===== config.mk =====
export PLATFORM = sky130hd
export DESIGN_NAME = serial_compare_ctrl
export DESIGN_NICKNAME = d
export VERILOG_FILES = /design/src/rtl/serial_compare_ctrl.sv
export SDC_FILE = /design/constraint.sdc
export NUM_CORES = 1
export LEC_CHECK = 0
export CORE_MARGIN = 8
export CORE_UTILIZATION = 45
export DETAILED_ROUTE_END_ITERATION = 8
export PLACE_DENSITY = 0.73
export SETUP_SLACK_MARGIN = 0.2
export SLEW_MARGIN = 20
export SYNTH_ARGS = -nofsm -noshare
export SYNTH_HDL_FRONTEND = slang
export SYNTH_SLANG_ARGS = --single-unit

===== constraint.sdc =====
create_clock -name clk -period 2.66 [get_ports clk]
set_input_delay 0.532 -clock clk [delete_from_list [all_inputs] [get_ports clk]]
set_output_delay 0.532 -clock clk [all_outputs]
set_load 0.02 [all_outputs]

===== src/rtl/serial_compare_ctrl.sv =====
// Bit-serial magnitude comparator sequencer: walks two operands MSB-first through
// one external 1-bit equality cell and stops at the first differing bit.
module serial_compare_ctrl #(
    parameter int WIDTH = 8,
    parameter int CW    = $clog2(WIDTH + 1)
) (
    input  logic             clk,
    input  logic             reset,
    input  logic             in_valid,
    output logic             in_ready,
    input  logic [WIDTH-1:0] a,
    input  logic [WIDTH-1:0] b,
    output logic             cmp_x,
    output logic             cmp_y,
    input  logic             cmp_z,
    output logic             out_valid,
    input  logic             out_ready,
    output logic             eq,
    output logic             gt,
    output logic             lt,
    output logic [CW-1:0]    nbits
);

    localparam int            IW      = (WIDTH > 1) ? $clog2(WIDTH) : 1;
    localparam logic [IW-1:0] IDX_TOP = IW'(WIDTH - 1);
    localparam logic [CW-1:0] NB_FULL = CW'(WIDTH);

    typedef enum logic [1:0] {
        IDLE = 2'd0,
        SCAN = 2'd1,
        DONE = 2'd2
    } state_t;

    state_t           r_state;
    state_t           w_next;
    logic [WIDTH-1:0] r_a;
    logic [WIDTH-1:0] r_b;
    logic [IW-1:0]    r_idx;
    logic [CW-1:0]    r_cnt;
    logic             r_eq;
    logic             r_gt;
    logic             r_lt;
    logic [CW-1:0]    r_nbits;
    logic             w_bit_a;
    logic             w_bit_b;
    logic             w_accept;
    logic             w_last;

    assign w_bit_a  = r_a[r_idx];
    assign w_bit_b  = r_b[r_idx];
    assign w_accept = (r_state == IDLE) && in_valid;
    assign w_last   = (r_idx == '0);

    always_ff @(posedge clk) begin
        if (reset) begin
            r_state <= IDLE;
        end else begin
            r_state <= w_next;
        end
    end

    // Comparator inputs are driven only while scanning so the cell idles at x=y=0.
    always_comb begin
        w_next    = r_state;
        in_ready  = 1'b0;
        out_valid = 1'b0;
        cmp_x     = 1'b0;
        cmp_y     = 1'b0;
        case (r_state)
            IDLE: begin
                in_ready = 1'b1;
                if (in_valid) begin
                    w_next = SCAN;
                end
            end
            SCAN: begin
                cmp_x = w_bit_a;
                cmp_y = w_bit_b;
                if (!cmp_z || w_last) begin
                    w_next = DONE;
                end
            end
            DONE: begin
                out_valid = 1'b1;
                if (out_ready) begin
                    w_next = IDLE;
                end
            end
            default: begin
                w_next = IDLE;
            end
        endcase
    end

    always_ff @(posedge clk) begin
        if (reset) begin
            r_a     <= '0;
            r_b     <= '0;
            r_idx   <= '0;
            r_cnt   <= '0;
            r_eq    <= 1'b0;
            r_gt    <= 1'b0;
            r_lt    <= 1'b0;
            r_nbits <= '0;
        end else if (w_accept) begin
            r_a   <= a;
            r_b   <= b;
            r_idx <= IDX_TOP;
            r_cnt <= '0;
        end else if (r_state == SCAN) begin
            if (!cmp_z) begin
                // First differing bit decides the order: A has the 1 => A is larger.
                r_eq    <= 1'b0;
                r_gt    <= w_bit_a;
                r_lt    <= ~w_bit_a;
                r_nbits <= r_cnt + CW'(1);
            end else if (w_last) begin
                r_eq    <= 1'b1;
                r_gt    <= 1'b0;
                r_lt    <= 1'b0;
                r_nbits <= NB_FULL;
            end else begin
                r_idx <= r_idx - IW'(1);
                r_cnt <= r_cnt + CW'(1);
            end
        end
    end

    assign eq    = r_eq;
    assign gt    = r_gt;
    assign lt    = r_lt;
    assign nbits = r_nbits;

endmodule

# ---- Yosys cells after proc, flatten, opt, wreduce, memory -nomap -nowiden
# Cells that the tools add are included.
dict set report word_totals {
  reg_bits 32
  latchBits 0
  mem_bits_rw 0
  mem_bits_ro 0
  input_bits 21
  out_inout_bits 11
  n_memories 0
}
dict set report classes {
  add_sub_neg 2
  n_mul 0
  div_mod_pow 0
  magnitude_cmp 1
  n_eq_ne 7
  shifts 0
  mux 23
  bitwise_logic 3
  n_reduce_logical 12
}
# operator count
set op_table {}
lappend op_table {{two-way mux 3 bit} 4}
lappend op_table {{AND reduction 3 bit} 4}
lappend op_table {{two-way mux 1 bit} 11}
lappend op_table {{two-way mux 4 bit} 2}
lappend op_table {{inequality test 2 bit, second input constant} 4}
lappend op_table {{binary-select mux 1 bit (select 3 bit)} 2}
lappend op_table {{two-way mux 2 bit} 3}
lappend op_table {{one-hot mux 2 bit (3 select lines)} 1}
lappend op_table {{adder 4 x 1 -> 4 bit, second input constant} 1}
lappend op_table {{< comparator 3 x 4 -> 1 bit, second input constant} 1}
lappend op_table {{nonzero test 2 bit} 2}
lappend op_table {{logical NOT 3 bit} 1}
lappend op_table {{inverter 1 bit} 3}
lappend op_table {{subtractor 3 x 1 -> 3 bit, second input constant} 1}
lappend op_table {{equality test 2 x 1 -> 1 bit, second input constant} 1}
lappend op_table {{equality test 2 bit, second input constant} 1}
lappend op_table {{logical NOT 2 bit} 1}
lappend op_table {{inequality test 2 x 1 -> 1 bit, second input constant} 1}
lappend op_table {{OR reduction 2 bit} 1}
lappend op_table {{logical AND 1 bit} 1}
lappend op_table {{logical NOT 1 bit} 1}
lappend op_table {{logical OR 1 bit} 1}

# ---- Longest topological paths before layout
dict set report depth {
  word_depth 5
  depth_mapped 6
  mapped_depth_nobuf 6
}

# ---- Worst setup path before layout
# Ideal clock, no wire load.
dict set report synth_path {
  path_type {register to output}
  from {reg r_idx[1]}
  to {out cmp_x}
  t_arrival_ps 1269
  setup_slack_ps 859
  path_stages_with_launch 4
  cell_sequence {dfxtp_1 > mux4_1 > mux2i_1 > nor2_1}
}
dict set report synth_via {
  elab_chain_cells 3
}
# element line_no
set synth_lines {}
lappend synth_lines {{start, declared} 38} ;# logic [IW-1:0] r_idx;
lappend synth_lines {{start signal, assigned} 123} ;# r_idx <= r_idx - IW'(1);
lappend synth_lines {{binary-select mux 1 bit (select 3 bit)} 49} ;# assign w_bit_a = r_a[r_idx];
lappend synth_lines {{two-way mux 1 bit (not written as such)} 49}
lappend synth_lines {{two-way mux 1 bit} 69} ;# case (r_state)
lappend synth_lines {{end, declared} 13} ;# output logic cmp_x,
# Every way passes these cells. The select of a mux whose other input is x is not followed.

# ---- Worst setup path after layout
dict set report layout_path {
  from {reg r_idx[0]}
  to {out cmp_y}
}
dict set report layout_via {
  elab_chain_cells 3
}
# element line_no
set layout_lines {}
lappend layout_lines {{binary-select mux 1 bit (select 3 bit)} 50} ;# assign w_bit_b = r_b[r_idx];
lappend layout_lines {{two-way mux 1 bit (not written as such)} 50}
lappend layout_lines {{two-way mux 1 bit} 69}
lappend layout_lines {{end, declared} 14} ;# output logic cmp_y,
# Every way passes these cells. The select of a mux whose other input is x is not followed.

==> reports/results.ini <==
[power_and_ir_drop]
p_int_uw = 730
p_sw_uw = 267
peakVddDrop_v = 0.000284
p_leak_nw = 0.684
power_frac_seq = 0.533
power_density_mw_per_mm2 = 566
power_frac_comb = 0.183
p_clk_frac = 0.284
netSwitchingFraction = 0.268
fin_total_pwr_uw = 997

[worst_hold_path]
holdPathStages = 2
min-delay-start = r_b[7]
min_path_type = register to register
hold_end = r_b[7]

[route]
vias_per_cell = 5.38
wl_mm = 2.93
drc_errors = 0
num_vias = 1167
drt_iter0_drc = 34
postRouteAntennaNets = 0
wl_per_cell_um = 13.5
firstDrtPassIters = 4

[setup_path]
worstPathCellList = mux4_1, mux2i_1, nor2_1, dlygate4sd2_1
startpoint_type = register
crit-reg2reg-launch = r_idx[0]
slowest_stage = mux4_1
worstPathArrival_ns = 1.79
r2r_slack_ns = 1.13
path_max_fanout = 5
cp.required_ns = 2.13
cp-end-kind = output port
critical_path_class = register to output port
r2r_cells = 6
timing.rr.end = r_idx[1]
cp_slowest_stage_delay_ns = 0.55

[global_routing]
grt_usage = 0.123
grt_start_max_net_pins = 33
grt_pass1_wl_mm = 5.06
antenna_found_initial = 0
gr-total-overflow = 0
grt_pass1_vias = 1228

[logic_synthesis]
netlist_top_cells_area = dfxtp_1, nand2_1, a21oi_1
avgSynthCellArea_sq_um = 9.11
synth-seq-cells = 32
synthDistinctLibCells = 27
syn_nets = 176
synth_top_area_cell = dfxtp_1
synthCells = 152
synth_top_area_frac = 0.463
yosysSeqAreaShare = 0.463
yosys_warnings = 0
syn_area_sq_mm = 0.00139

[sta]
skew_ns = 0.00724
post-route-min-period_ns = 2.33
max-slew-margin-rel = 0.537
fin_crit_sh = 0.874
tns_ns = 0
rsz0062_at_grt = false
setup_viol = 0
worst_pin_slew_ns = 0.694
slew_viol_final = 0
hold_viol_final = 0
clock.fmax_mhz = 430

[die]
start_util = 0.461
ios = 32
die_width_um = 71.5
core_sq_mm = 0.00300
die-area_sq_mm = 0.00511
die_h_um = 71.5
rows = 20

[cts]
cts_setup_buffers = 0
cts_root_buffer = clkbuf_4
hold_buffers = 0
clock_path_buffers = 2
cts_inserted_buffers = 5
cts.htree.levels = 2
clock_latency_ns = 0.33
clkSlewWorstSetupHoldPaths_ns = 0.09
cts_tree = done
clock-sinks = 32

[finish]
drive_above_1_share = 0.0815
seq_area_sq_um = 643
antenna_cells = 0
num-nets-final = 207
nFillCells = 281
layout_common_cells = nand2_1, dfxtp_1, clkdlybuf4s50_1
layout_commonest_cell = nand2_1
multiInputGateArea_sq_um = 698
area_growth_pct = 27.1

[job]
maxCapViolations = 0

[run_status]
status = finished clean

[placement]
place_congestion = 0.760
hpwl_mm = 2.12
port_buffers = 31

-- how the worst max path moves through the flow --
stage          endpoint      from  cells past startpoint  slack (ns)
2_1_floorplan     cmp_x  r_idx[1]                      3        0.86
3_3_place_gp      cmp_x  r_idx[1]                      4        0.30
3_5_place_dp      cmp_x  r_idx[1]                      4        0.28
4_1_cts           cmp_x  r_idx[1]                      4        0.23
5_1_grt           cmp_y  r_idx[0]                      4        0.26
6_report          cmp_y  r_idx[0]                      4        0.33
-- state kept, by name, indices dropped and copies added, names as in the netlist --
signal / flops
lt: 1
r_state: 2
nbits: 4
r_cnt: 4
r_b: 8
eq: 1
gt: 1
r_a: 8
r_idx: 3
-- cells by family after synthesis --
logic type / share of synthesized area
and+or+nand+nor: 0.212
DFF: 0.463
AOI/OAI and AO/OA: 0.120
buffers and inverters: 0.0361
xor gates and xnor gates: 0.0443
muxes: 0.0976
adders and majority gates: 0.0271
-- through the flow --
stage                      util  setup WS, ns  cell area [sq um]  hold WS [ns]  instances
final                     0.586         0.335               1760         0.460        217
after floorplan               -         0.859               1390         0.432        152
after CTS                 0.588         0.234               1760         0.460        217
after global routing      0.586         0.260               1760         0.475        217
after global placement    0.567         0.302               1700         0.445        209
after detailed placement  0.567         0.279               1700         0.448        209
-- repair_timing --
| item | in CTS | in global routing |
|---|---|---|
| endpoints found under the setup margin | 2 | 1 |
| hold endpoints to repair | 0 | 0 |
| resized for setup | 5 | 2 |
-- per-layer routing --
layer | vias up | wire length [um] | global-route usage
li1 | 582 | - | -
met1 | 551 | 1260 | 0.123
met2 | 28 | 1480 | 0.222
met3 | 6 | 154 | 0.0558
met4 | 0 | 33 | 0.0363
met5 | - | 0 | 0
-- cell usage after synthesis, drive strengths merged --
library cell,count
nand2,35
dfxtp,32
a21oi,23
nor2,10
clkbuf,6
nor3,6
xor2,5
mux4,4
nand2b,4
a22oi,3
ha,3
mux2i,3
nand4,3
buf,2
inv,2
nor2b,2
xnor2,2
a211oi,1
a21o,1
a31oi,1
and2,1
and3,1
nand3,1
or2,1
-- area by class of cell --
class,instances,area share
multi-input cells,110,0.397
flip-flops and latches,32,0.365
repair buffers,32,0.177
clock buffers,8,0.0334
well taps,33,0.0235
inverters,2,0.00426
-- power by group through the flow --
stage | clock [mW] | combinational [mW] | sequential, mW
floorplan | 0 | 0.113 | 0.542
global placement | 0 | 0.177 | 0.540
detailed placement | 0 | 0.181 | 0.542
CTS | 0.288 | 0.184 | 0.532
global route | 0.313 | 0.202 | 0.535
finish | 0.283 | 0.182 | 0.532
-- critical path, delay by kind of cell (launching register included) --
| family | cells | cell delay (ns) |
|---|---|---|
| buffers and inverters | 1 | 0.33 |
| and+or+nand+nor | 1 | 0.05 |
| muxes | 2 | 0.69 |
| DFF | 1 | 0.39 |
Power figures use the tool's default switching activity.
